**src/rtl/instr_fetch_sequencer.sv**
```systemverilog
`timescale 1ns/1ps
// -----------------------------------------------------------------------------
// instr_fetch_sequencer
//
// Byte-wide instruction fetch front end of the 8-bit 5-stage core. Each
// instruction is fetched as two consecutive bytes from 8-bit instruction
// memory at the program counter. The bytes are handed to the downstream
// 16-bit instruction register through its half-load interface: the first
// byte with ir_loadhigh, the second with ir_loadlow. The assembled
// instruction is flagged to decode with instr_valid. A jump redirects the PC.
//
// Parameters
//   RESET_PC      PC value loaded on reset.
//
// Ports
//   clock         system clock, rising-edge active
//   reset         asynchronous, active-high reset
//   stall         decode not ready; holds instr_valid while in ISSUE
//   jump_valid    single-cycle redirect request (wins over everything else)
//   jump_addr     redirect target PC
//   mem_ready     mem_data is valid this cycle for the current mem_addr
//   mem_data      instruction memory read byte
//   mem_rd        read request (HI and LO states)
//   mem_addr      read address, always equal to pc
//   ir_loadhigh   one-cycle strobe: IR high byte <= ir_halfvalue
//   ir_loadlow    one-cycle strobe: IR low byte  <= ir_halfvalue
//   ir_halfvalue  byte presented to the IR with the strobes
//   instr_valid   IR holds a complete instruction (ISSUE state)
//   pc            current fetch address
// -----------------------------------------------------------------------------
module instr_fetch_sequencer #(
   parameter logic [15:0] RESET_PC = 16'h0000
) (
   input  logic        clock,
   input  logic        reset,
   input  logic        stall,
   input  logic        jump_valid,
   input  logic [15:0] jump_addr,
   input  logic        mem_ready,
   input  logic [7:0]  mem_data,
   output logic        mem_rd,
   output logic [15:0] mem_addr,
   output logic        ir_loadhigh,
   output logic        ir_loadlow,
   output logic [7:0]  ir_halfvalue,
   output logic        instr_valid,
   output logic [15:0] pc
);

   typedef enum logic [2:0] {
      IDLE   = 3'd0,
      HI     = 3'd1,
      LO     = 3'd2,
      COMMIT = 3'd3,
      ISSUE  = 3'd4
   } state_t;

   state_t state;

   // Decoded from state so that an asynchronous reset drops the read request
   // and instr_valid immediately, without waiting for a clock edge.
   assign mem_rd      = (state == HI) || (state == LO);
   assign instr_valid = (state == ISSUE);
   assign mem_addr    = pc;

   always_ff @(posedge clock or posedge reset) begin
      if (reset) begin
         state        <= IDLE;
         pc           <= RESET_PC;
         ir_halfvalue <= 8'h00;
         ir_loadhigh  <= 1'b0;
         ir_loadlow   <= 1'b0;
      end else begin
         // Strobes are single-cycle pulses; ir_halfvalue keeps its last byte.
         ir_loadhigh <= 1'b0;
         ir_loadlow  <= 1'b0;

         if (jump_valid) begin
            // Redirect discards any half-fetched instruction; mem_data is
            // not captured even if mem_ready is high this cycle.
            pc    <= jump_addr;
            state <= HI;
         end else begin
            case (state)
               IDLE: state <= HI;

               HI: if (mem_ready) begin
                  ir_halfvalue <= mem_data;
                  ir_loadhigh  <= 1'b1;
                  pc           <= pc + 16'd1;   // wraps FFFF -> 0000
                  state        <= LO;
               end

               LO: if (mem_ready) begin
                  ir_halfvalue <= mem_data;
                  ir_loadlow   <= 1'b1;
                  pc           <= pc + 16'd1;
                  state        <= COMMIT;
               end

               // IR captures the low byte at the end of this cycle.
               COMMIT: state <= ISSUE;

               ISSUE: if (!stall) state <= HI;

               default: state <= IDLE;
            endcase
         end
      end
   end

endmodule

```
**config.mk**
```make
export PLATFORM = sky130hd
export DESIGN_NAME = instr_fetch_sequencer
export DESIGN_NICKNAME = d
export VERILOG_FILES = /design/src/rtl/instr_fetch_sequencer.sv
export SDC_FILE = /design/constraint.sdc
export NUM_CORES = 1
export LEC_CHECK = 0
export BUFFER_PORTS_ARGS = -buffer_cell sky130_fd_sc_hd__buf_2
export CORE_MARGIN = 4
export CORE_UTILIZATION = 48
export CTS_BUF_LIST = sky130_fd_sc_hd__clkbuf_2
export CTS_CLUSTER_SIZE = 40
export DETAILED_ROUTE_END_ITERATION = 10
export PLACE_DENSITY = 0.87
export REMOVE_ABC_BUFFERS = 1
export SLEW_MARGIN = 5
export SYNTH_ARGS = -nofsm -noshare
export SYNTH_HDL_FRONTEND = slang
export SYNTH_SLANG_ARGS = --single-unit
```
**constraint.sdc**
```tcl
create_clock -name clock -period 1.95 [get_ports clock]
set_clock_uncertainty 0.15 [all_clocks]
set_input_delay 0.2925 -clock clock [delete_from_list [all_inputs] [get_ports clock]]
set_output_delay 0.2925 -clock clock [all_outputs]
set_load 0.01 [all_outputs]
```
Word level (Yosys, flattened, before mapping)
Cells that the tools add are included.
- output and inout port bits: 44
- memory bits (writable): 0
- word-level logic and storage cells: 35
- bits in read-only memories: 0
- bits in latches: 0
- bits of input ports: 29
- memories: 0
- bits in registers: 29
- divide/modulo/power cells: 0
- bitwise logic cells: 1
- shift operators: 0
- muxes and demuxes: 13
- reduce and logical (&&, ||, !) cells: 8
- equality and inequality tests: 7
- $mul: 0
- $add $sub $neg: 1
- $lt $le $gt $ge: 0
- operator list (operator ; number):
    two-way mux 16 bit ; 3
    adder 16 x 1 -> 16 bit (second input constant) ; 1
    one-hot mux 3 bit (5 select lines) ; 1
    two-way mux 3 bit ; 4
    inequality test 3 bit (second input constant) ; 3
    == test 3 x 2 -> 1 bit (second input constant) ; 2
    AND reduction 3 bit ; 2
    two-way mux 1 bit ; 5
    nonzero test 2 bit ; 2
    == test 3 x 1 -> 1 bit (second input constant) ; 1
    == test 3 bit (second input constant) ; 1
    logical NOT 3 bit ; 1
    AND reduction 2 bit ; 1
    OR reduction 2 bit ; 1
    logical OR 1 bit ; 1
    NOT 1 bit ; 1

Depth between registers and ports, before layout
Gate-level depths: netlist of the first run.
- word-level depth: 4
- gate-level depth with buffers: 6
- mapped depth without buffers: 5

Worst setup path before layout of the first run
No wires, ideal clock.
- path kind: flip-flop to flip-flop
- from: register pc[0], in the netlist mem_addr[0]
- to: register pc[12], in the netlist mem_addr[12]
- setup time: 144 ps
- clock period less this slack: 1841 ps
- required time: 1656 ps
- path slack: 109 ps
- data arrival time: 1547 ps
- stages on the path, launching flop included: 6
- path buffers: 0
- path through: dfrtp_1 > ha_1 > nand3_1 > or2_2 > o311ai_0 > o311ai_1
- longest elaborated chain between the ends: 4
- ends and longest elaborated chain (item ; RTL line ; source):
    from (decl) ; 47 ; output logic [15:0] pc
    from (signal assigned) ; 81 ; pc <= jump_addr;
    from (signal assigned) ; 90 ; pc <= pc + 16'd1;
    from (signal assigned) ; 97 ; pc <= pc + 16'd1;
    adder 16 x 1 -> 16 bit ; 90, 97 ;
    two-way mux 16 bit ; 87, 94 ;
    two-way mux 16 bit ; - ;
    two-way mux 16 bit ; 78 ; if (jump_valid) begin
Every way passes these cells. The select of a mux whose other input is x is not followed.
A chain may end at the register's enable or synchronous reset.

Final worst setup path of the first run
- from: register state[0]
- to: output mem_rd
- longest elaborated chain between the ends: 2
- elaborated cells on any way between the ends: 3
- classes of those cells: eq/ne (2); reduce/logical (1)
- ends and longest elaborated chain (item ; RTL line ; source):
    from (decl) ; 58 ; state_t state;
    from (signal assigned) ; 68 ; state <= IDLE;
    from (signal assigned) ; 82 ; state <= HI;
    from (signal assigned) ; 85 ; IDLE: state <= HI;
    == test 3 x 1 -> 1 bit / == test 3 x 2 -> 1 bit (equally long branches) ; 62 ; assign mem_rd = (state == HI) || (state == LO);
    logical OR 1 bit * ; 62 ;
    to (decl) ; 41 ; output logic mem_rd,
Mark *: on every way between the ends. The rest lies on a longest branch, timed or not.

==> flow_summary.json, run 1 <==
{
  "ys_warn_count": 0,
  "area_growth_syn_to_layout_pct": 45.7,
  "clockBufferDepth": 2,
  "drc": 0,
  "ios": 73,
  "async_reset_ff_frac": 1.00,
  "max_slew.worst_pin.slew_ns": 0.674,
  "cts_max_level": 2,
  "die_x_um": 67.1,
  "cts_tree": "done",
  "dp_hpwl_um": 3370,
  "grt.overflow.total": 0,
  "ys.flop_type": "dfrtp_1",
  "die-height_um": 67.1,
  "cp_max_fo": 4,
  "firstDrtPassIters": 4,
  "layout-drive-gt1-share": 0.413,
  "hp-class": "input pin to flip-flop",
  "root_buffer": "clkbuf_2",
  "globalRouteTotalUtil": 0.249,
  "drtIter0Drc": 166,
  "grt_max_degree": 30,
  "ff2ff_path_depth": 5,
  "clk_latency_ns": 0.40,
  "rsz0062_at_grt": "true",
  "syn_area_per_cell_um2": 9.31,
  "die_area_um2": 4500,
  "cp.arrival_ns": 1.46,
  "routed_wl_um": 5380,
  "status": "finished, final reports clean",
  "core_um2": 3360,
  "slew_headroom": 0.548,
  "period_needed_ns": 1.90,
  "required_ns": 1.51,
  "post-route-cell-area_um2": 2440,
  "num_vias": 1783,
  "ff2ff_setup_slack_ns": 0.06,
  "hold_slack_ns": 0.0193,
  "syn_area_um2": 1680,
  "setup_violations": 0,
  "yosysUniqueCellTypes": 46,
  "cts_made_buffers": 5,
  "hold_viol_final": 0,
  "synth_seq_cells": 29,
  "finalNonFillerCells": 327,
  "place_congestion": 0.936,
  "wire_per_inst_um": 16.5,
  "peakVddDrop_mv": 0.542,
  "end_kind": "output pin",
  "io_buffer_count": 72,
  "nets": 310,
  "critPathLaunch": "state[0]",
  "p_leak_nw": 1.18,
  "synthCells": 180,
  "diodes": 0,
  "grt_pass1_wl_um": 8250,
  "max_cap_violations": 0,
  "critPathLaunchType": "flip-flop",
  "antenna_found_initial": 0,
  "grt_pass1_vias": 1661,
  "max_freq_mhz": 525,
  "crit-reg2reg-capture": "mem_addr[6]",
  "synth_edf_count": 0,
  "drv_slew": 0,
  "power.density_nw_per_um2": 788,
  "path_clk_slew_ns": 0.14,
  "fin_crit_sh": 0.977,
  "vias_per_cell": 5.45,
  "crit_path_end": "mem_rd",
  "initial_core_util": 0.499,
  "dpl_cell_area_um2": 2070,
  "yosysSeqAreaShare": 0.433,
  "ant_nets": 0,
  "cts_sinks": 29,
  "row_count": 21,
  "crit_type": "flip-flop to output pin",
  "rr_startpoint": "mem_addr[0]",
  "place_inst": 293
}
per-stage QoR:
step | setup TNS [ns] | worst slack [ns] | power [mW] | utilization
finish | 0 | 0.0456 | 1.92 | 0.727
global route | -0.0612 | -0.0452 | 2.02 | 0.727
CTS | 0 | 0.0176 | 1.87 | 0.712
detailed placement | 0 | 0.0672 | 1.27 | 0.616
global placement | 0 | 0.128 | 1.26 | 0.616
floorplan | -0.000127 | -0.000127 | 1.01 | -
Yosys cell counts, drive strengths merged (3+ instances only):
| master | number | share of area |
|---|---|---|
| dfrtp | 29 | 0.43 |
| nand2 | 41 | 0.092 |
| nor2 | 9 | 0.020 |
| nand3 | 8 | 0.031 |
| xnor2 | 3 | 0.020 |
| or2 | 3 | 0.011 |
| o311ai | 12 | 0.063 |
| nor4 | 4 | 0.015 |
| buf | 20 | 0.089 |
| nor3b | 3 | 0.013 |
| a31oi | 4 | 0.015 |
| nor3 | 3 | 0.012 |
| o211ai | 3 | 0.013 |
| a221o | 4 | 0.024 |
| clkbuf | 4 | 0.0090 |
what timing repair did:
action	4_1_cts	5_1_grt
resized for setup	1	8
pin swaps	0	0
hold buffers	23	0
buffers inserted	0	3
gates cloned	0	0
endpoints found under the setup margin	2	7
endpoints found under the hold margin	51	0
power breakdown:
| part | internal, mW | leakage (nW) | total (mW) | switching [mW] |
|---|---|---|---|---|
| Combinational | 0.272 | 0.774 | 0.582 | 0.311 |
| Clock | 0.344 | 0.0529 | 0.570 | 0.226 |
| Sequential | 0.686 | 0.353 | 0.772 | 0.0859 |
critical path, cell delays in order, from the launching register on:
cell     delay, ns
dfrtp_2       0.48
xnor2_2       0.26
buf_4         0.18
nor2_1        0.04
buf_2         0.13
worst min-delay path by stage:
| stage | startpoint | end | slack (ns) | cells past startpoint |
|---|---|---|---|---|
| after floorplan | jump_valid | state[2] | 0.21 | 1 |
| after global placement | reset | ir_halfvalue[1] | 0.22 | 3 |
| after detailed placement | reset | ir_halfvalue[7] | 0.23 | 3 |
| after CTS | stall | state[2] | 0.01 | 3 |
| after global routing | stall | state[2] | 0.01 | 3 |
| final | stall | state[2] | 0.02 | 3 |
placed cells by master, fill, tap and decap left out, types with 2 or more instances in the layout:
cell type / netlist / final
buf_2: 2 / 72
nand3_1: 7 / 7
o311ai_0: 10 / 8
dlygate4sd3_1: 0 / 23
nand2b_1: 2 / 2
a221o_1: 4 / 4
nand3b_1: 2 / 2
o311ai_1: 2 / 4
nor3b_1: 3 / 2
nor4_1: 4 / 4
nand2_1: 41 / 41
bufinv_16: 0 / 2
nor3_1: 2 / 2
nand4_1: 2 / 2
inv_1: 2 / 2
dfrtp_1: 29 / 25
o21ai_0: 2 / 2
or2_2: 2 / 2
clkbuf_2: 0 / 5
a31oi_1: 4 / 4
nor2_1: 9 / 9
and3_1: 2 / 2
o211ai_1: 3 / 3
xnor2_1: 2 / 2
dfrtp_2: 0 / 4
buf_4: 17 / 21
registers in the layout, summed over array words and instances (netlist names):
register	flops
ir_loadlow	1
ir_halfvalue	8
mem_addr	16
state	3
ir_loadhigh	1
area by class of cell:
class | instances | area (um2)
inverter | 3 | 11.3
timing repair buffer | 117 | 768
multi-input combinational | 124 | 786
clock buffer | 5 | 25.0
sequential | 29 | 731
tap | 46 | 57.6
fill | 258 | 920
clock inverter | 3 | 65.1
per-layer routing:
metal / track usage / wire length (um)
met5: 0 / 0
met4: 0.132 / 146
met3: 0.0742 / 437
met2: 0.389 / 2730
met1: 0.310 / 2070
kinds of logic after synthesis:
group / count (synthesis) / synth area share
mux: 2 / 0.0127
fa+ha+maj: 1 / 0.00746
xor+xnor: 4 / 0.0366
compound gates: 31 / 0.148
buf+inv: 27 / 0.104
flops: 29 / 0.433
simple gates: 86 / 0.258
No activity file was read; power rests on OpenSTA's default activity.
==> inputs of run 2 (changes only) <==
Settings changed: ABC_AREA set to 1, PLACE_DENSITY 0.87 to 0.85.
==> flow_summary.json, run 2 <==
{
  "status": "finished, final reports clean",
  "p_leak_nw": 1.28,
  "syn_area_um2": 1870,
  "row_count": 22,
  "mostFrequentLayoutCells": "nand2_1 (91), buf_2 (72), dfrtp_1 (29), nand3_1 (25), dlygate4sd3_1 (19)",
  "core_um2": 3720,
  "synth_top_cell_area_share": 0.388,
  "final_common_cell": "nand2_1",
  "path_buf_inv": 2,
  "vias_per_cell": 4.78,
  "die_x_um": 70.4,
  "p_total_mw": 1.85,
  "peakVddDrop_mv": 0.465,
  "yosysSeqAreaShare": 0.388,
  "synth_area_leaders": "dfrtp_1 (39%), nand2_1 (18%), nand3_1 (6.7%)",
  "critPathLaunchType": "flip-flop",
  "synth.largest_area_cell": "dfrtp_1",
  "hp-class": "input pin to flip-flop",
  "seq_area_um2": 726,
  "grt_max_degree": 30,
  "crit_path_top_delay_cell": "dfrtp_1",
  "wl_met3_um": 389,
  "max_slew.worst_pin.slew_ns": 0.381,
  "synth_edf_count": 0,
  "clk_latency_ns": 0.39,
  "final.setup.tns_ns": 0,
  "die_area_um2": 4960,
  "ant_nets": 0,
  "end_kind": "output pin",
  "multi_input_area_um2": 885,
  "slew_headroom": 0.746,
  "antenna_found_initial": 0,
  "cp.arrival_ns": 1.33,
  "max_cap_violations": 0,
  "synth_common_cells": "nand2_1 (91), dfrtp_1 (29), nand3_1 (25), buf_4 (16), inv_1 (14)",
  "wl_met2_um": 2160,
  "ff2ff_setup_slack_ns": 0.32,
  "root_buffer": "clkbuf_2",
  "cp_max_fo": 5,
  "fillers": 326,
  "ios": 73,
  "grt_pass1_wl_um": 7760,
  "routed_wl_um": 4480,
  "finalNonFillerCells": 372,
  "layout-drive-gt1-share": 0.343,
  "rsz0062_at_grt": "false",
  "ys_warn_count": 0,
  "max_freq_mhz": 565,
  "num_vias": 1777,
  "cts_tree": "done",
  "place_inst": 345,
  "drc": 0,
  "grt.overflow.total": 0,
  "wl_met1_um": 1850,
  "firstDrtPassIters": 4,
  "required_ns": 1.51,
  "clockBufferDepth": 2,
  "place_congestion": 0.848,
  "die-height_um": 70.4,
  "diodes": 0,
  "drtIter0Drc": 144,
  "cts_max_level": 2,
  "post-route-cell-area_um2": 2360,
  "area_growth_syn_to_layout_pct": 26.2,
  "yosysUniqueCellTypes": 33,
  "final_util": 0.636,
  "period_needed_ns": 1.77,
  "globalRouteTotalUtil": 0.193,
  "path_clk_slew_ns": 0.13,
  "hold_viol_final": 0,
  "synth_most_common_cell": "nand2_1",
  "largest_reg_flops": 16,
  "path_delay_family": "flip-flops",
  "nets": 353,
  "synthCells": 243,
  "wire_per_inst_um": 12.0,
  "dpl_cell_area_um2": 2130,
  "syn_area_per_cell_um2": 7.70,
  "cpPeakStageDelay_ns": 0.45,
  "crit_path_cell_trace": "inv_1 -> nand3_4 -> nand2_1 -> buf_2",
  "cts_made_buffers": 5,
  "synth_seq_cells": 29,
  "top_layer": "met4",
  "io_buffer_count": 72,
  "fin_crit_sh": 0.908,
  "dp_hpwl_um": 3200,
  "drv_slew": 0,
  "initial_core_util": 0.504,
  "ys.flop_type": "dfrtp_1",
  "async_reset_ff_frac": 1.00,
  "setup_violations": 0,
  "crit_type": "flip-flop to output pin",
  "power.density_nw_per_um2": 785,
  "cts_sinks": 29,
  "grt_pass1_vias": 1743
}
## run 2: cell count changes after synthesis, moves of 3 or more
cell and change:
a221o_1 -4, a31oi_1 -4, clkbuf_1 -4, inv_1 +12
nand2_1 +50, nand2_2 +10, nand3_1 +18, nand3_2 +3
nor2_1 +4, nor2_2 +3, nor3b_1 -3, nor4_1 -4
o21ai_1 +3, o311ai_0 -10
## run 2: per-stage QoR
stage / hold slack, ns / setup WS (ns)
finish: 0.0306 / 0.180
global route: 0.0245 / 0.0498
CTS: 0.00858 / 0.144
detailed placement: 0.234 / 0.328
floorplan: 0.221 / 0.383
global placement: 0.228 / 0.377
## run 2: area by class of cell
| class | count | share of cell area |
|---|---|---|
| Clock inverter | 2 | 0.00424 |
| Inverter | 19 | 0.0334 |
| Clock buffer | 6 | 0.0127 |
| Tap cell | 48 | 0.0254 |
| Multi-Input combinational cell | 174 | 0.374 |
| Sequential cell | 29 | 0.307 |
| Timing Repair Buffer | 94 | 0.243 |
## run 2: cells by family (layout without fill, tap and decap cells)
kind of cell | count (synthesis) | count (layout) | synth area share
simple gates | 156 | 156 | 0.391
flops | 29 | 29 | 0.388
buf+inv | 40 | 121 | 0.140
xor+xnor | 4 | 4 | 0.0227
fa+ha+maj | 1 | 1 | 0.00668
compound gates | 13 | 13 | 0.0521
## run 2: path summary, 6_finish.rpt
path | startpoint | end | cells past startpoint
max reg2reg | mem_addr[0] | mem_addr[10] | 7
min reg2reg | ir_halfvalue[5] | ir_halfvalue[5] | 2
max | state[0] | mem_rd | 4
max in group asynchronous | reset | state[1] | 4
min | stall | state[2] | 3
min in group asynchronous | reset | mem_addr[11] | 4
## run 2: report_power, final
part | switching [mW] | internal (mW) | total [mW]
logic | 0.393 | 0.296 | 0.688
registers | 0.138 | 0.716 | 0.855
clock network | 0.222 | 0.0897 | 0.312
## run 2: worst reg2reg max path: stages (launching register included)
cell	delay (ns)
dfrtp_1	0.50
ha_1	0.23
nand2_1	0.08
nor2_1	0.18
nand2_1	0.13
o21ai_1	0.15
nand3_1	0.09
nand3_1	0.08
## run 2: repair_timing
item	4_1_cts	5_1_grt
setup buffers	0	0
hold buffers	19	0
resized for setup	0	0
endpoints found under the hold margin	47	0
## run 2: routing by layer
metal / up-vias / GRT usage
li1: 912 / -
met1: 784 / 0.228
met2: 72 / 0.330
met3: 9 / 0.0532
met4: 0 / 0.0766
met5: - / 0
==> inputs of run 3 (changes only) <==
Settings changed: GPL_ROUTABILITY_DRIVEN set to 0, RECOVER_POWER set to 100.
==> flow_summary.json, run 3 (synthesis gave the netlist of run 2 again) <==
{
  "p_leak_nw": 1.13,
  "crit_path_top_delay_cell": "dfrtp_1",
  "cp_num_cells": 4,
  "die_area_um2": 4960,
  "post_cts_resized": 0,
  "max_freq_mhz": 561,
  "power.density_nw_per_um2": 792,
  "firstDrtPassIters": 4,
  "hp-class": "input pin to flip-flop",
  "p_comb_frac": 0.351,
  "clk_latency_ns": 0.39,
  "dp_slack_ns": 0.328,
  "vias_per_cell": 4.81,
  "area_growth_syn_to_layout_pct": 21.9,
  "routed_wl_um": 4560,
  "globalRouteTotalUtil": 0.193,
  "status": "finished, final reports clean",
  "diodes": 0,
  "num_vias": 1790,
  "crit_path_cell_trace": "inv_1 -> nand3_4 -> nand2_1 -> clkbuf_1",
  "hold_slack_ns": 0.0303,
  "die_x_um": 70.4,
  "crit_path_end": "mem_rd",
  "peakVddDrop_mv": 0.467,
  "setup_violations": 0,
  "initial_core_util": 0.504,
  "largest_reg_flops": 16,
  "final_common_cell": "nand2_1",
  "dp_hpwl_um": 3200,
  "core_um2": 3720,
  "drv_slew": 0,
  "path_delay_family": "flip-flops",
  "layout-drive-gt1-share": 0.194,
  "grt_max_degree": 30,
  "cts_sinks": 29,
  "wire_per_inst_um": 12.2,
  "period_needed_ns": 1.78,
  "drc": 0,
  "nets": 353,
  "finalNonFillerCells": 372,
  "ff2ff_path_depth": 7,
  "end_kind": "output pin",
  "clockBufferDepth": 2,
  "grt.overflow.total": 0,
  "crit_type": "flip-flop to output pin",
  "hold_viol_final": 0,
  "grt-busiest-layer": "met2",
  "grtUsageMet3": 0.0532,
  "final.setup.worst_slack_ns": 0.166,
  "slew_headroom": 0.513,
  "cts_tree": "done",
  "p_clk_frac": 0.173,
  "cp.arrival_ns": 1.34,
  "max_cap_violations": 0,
  "fin_crit_sh": 0.915,
  "final.setup.tns_ns": 0,
  "drtIter0Drc": 148,
  "mostFrequentLayoutCells": "nand2_1 (92), clkbuf_1 (44), dfrtp_1 (29), buf_2 (28), nand3_1 (25)",
  "power.internal_mw": 1.05,
  "seqPwrFrac": 0.475,
  "grt_pass1_vias": 1743,
  "row_count": 22,
  "critPathLaunch": "state[0]",
  "use_met2": 0.330,
  "cts_max_level": 2,
  "grt_pass1_wl_um": 7760,
  "cp_max_fo": 5,
  "root_buffer": "clkbuf_2",
  "switchingPower_mw": 0.757,
  "path_clk_slew_ns": 0.13,
  "required_ns": 1.51,
  "place_inst": 345,
  "post-route-cell-area_um2": 2280,
  "critPathLaunchType": "flip-flop",
  "rr_startpoint": "state[0]",
  "dpl_cell_area_um2": 2130,
  "ff2ff_setup_slack_ns": 0.18,
  "die-height_um": 70.4,
  "io_buffer_count": 72,
  "cpPeakStageDelay_ns": 0.45,
  "grt_use_met1": 0.228,
  "max_slew.worst_pin.slew_ns": 0.731,
  "ios": 73,
  "crit-reg2reg-capture": "mem_addr[9]",
  "ant_nets": 0,
  "antenna_found_initial": 0,
  "cts_made_buffers": 5,
  "rsz0062_at_grt": "false",
  "path_buf_inv": 2,
  "swShare": 0.419
}
-- run 3: area by class of cell --
type                       count  area, um2
inverter                      19       78.8
multi-input combinational    174        862
tap                           48       60.1
timing repair buffer          94        515
fill                         361       1430
clock buffer                   6       30.0
clock inverter                 2       10.0
sequential                    29        726
-- run 3: metrics by stage --
step	power, mW	utilization
4_1_cts	1.87	0.636
3_5_place_dp	1.53	0.574
6_report	1.81	0.614
3_3_place_gp	1.51	0.574
2_1_floorplan	1.23	-
5_1_grt	1.94	0.614
-- run 3: metal layers --
layer  vias to the layer above  routed length [um]
met1                       795                1890
met4                         0                  47
met2                        78                2170
met5                         -                   0
met3                         4                 445
li1                        913                   -
-- run 3: worst min path at each step --
stage / startpoint / endpoint / slack, ns / cells past startpoint
3_3_place_gp: reset / ir_halfvalue[6] / 0.23 / 3
4_1_cts: stall / state[2] / 0.009 / 3
2_1_floorplan: reset / ir_halfvalue[0] / 0.22 / 1
5_1_grt: stall / state[2] / 0.02 / 3
3_5_place_dp: reset / ir_halfvalue[1] / 0.23 / 3
6_report: stall / state[2] / 0.03 / 3
-- run 3: power groups by stage --
stage	clock network (mW)	logic [mW]	registers, mW
after floorplan	0	0.298	0.934
after global routing	0.336	0.719	0.885
final	0.313	0.635	0.859
after CTS	0.324	0.697	0.853
after global placement	0	0.647	0.858
after detailed placement	0	0.668	0.860
-- run 3: tightest hold or removal path: stages --
cell and delay (ns):
buf_2 0.09, nand3_1 0.07, o41ai_1 0.07
-- run 3: repair_timing --
action / in CTS / in global routing
setup buffers: 0 / 0
hold buffers: 19 / 0
hold endpoints to repair: 47 / 0
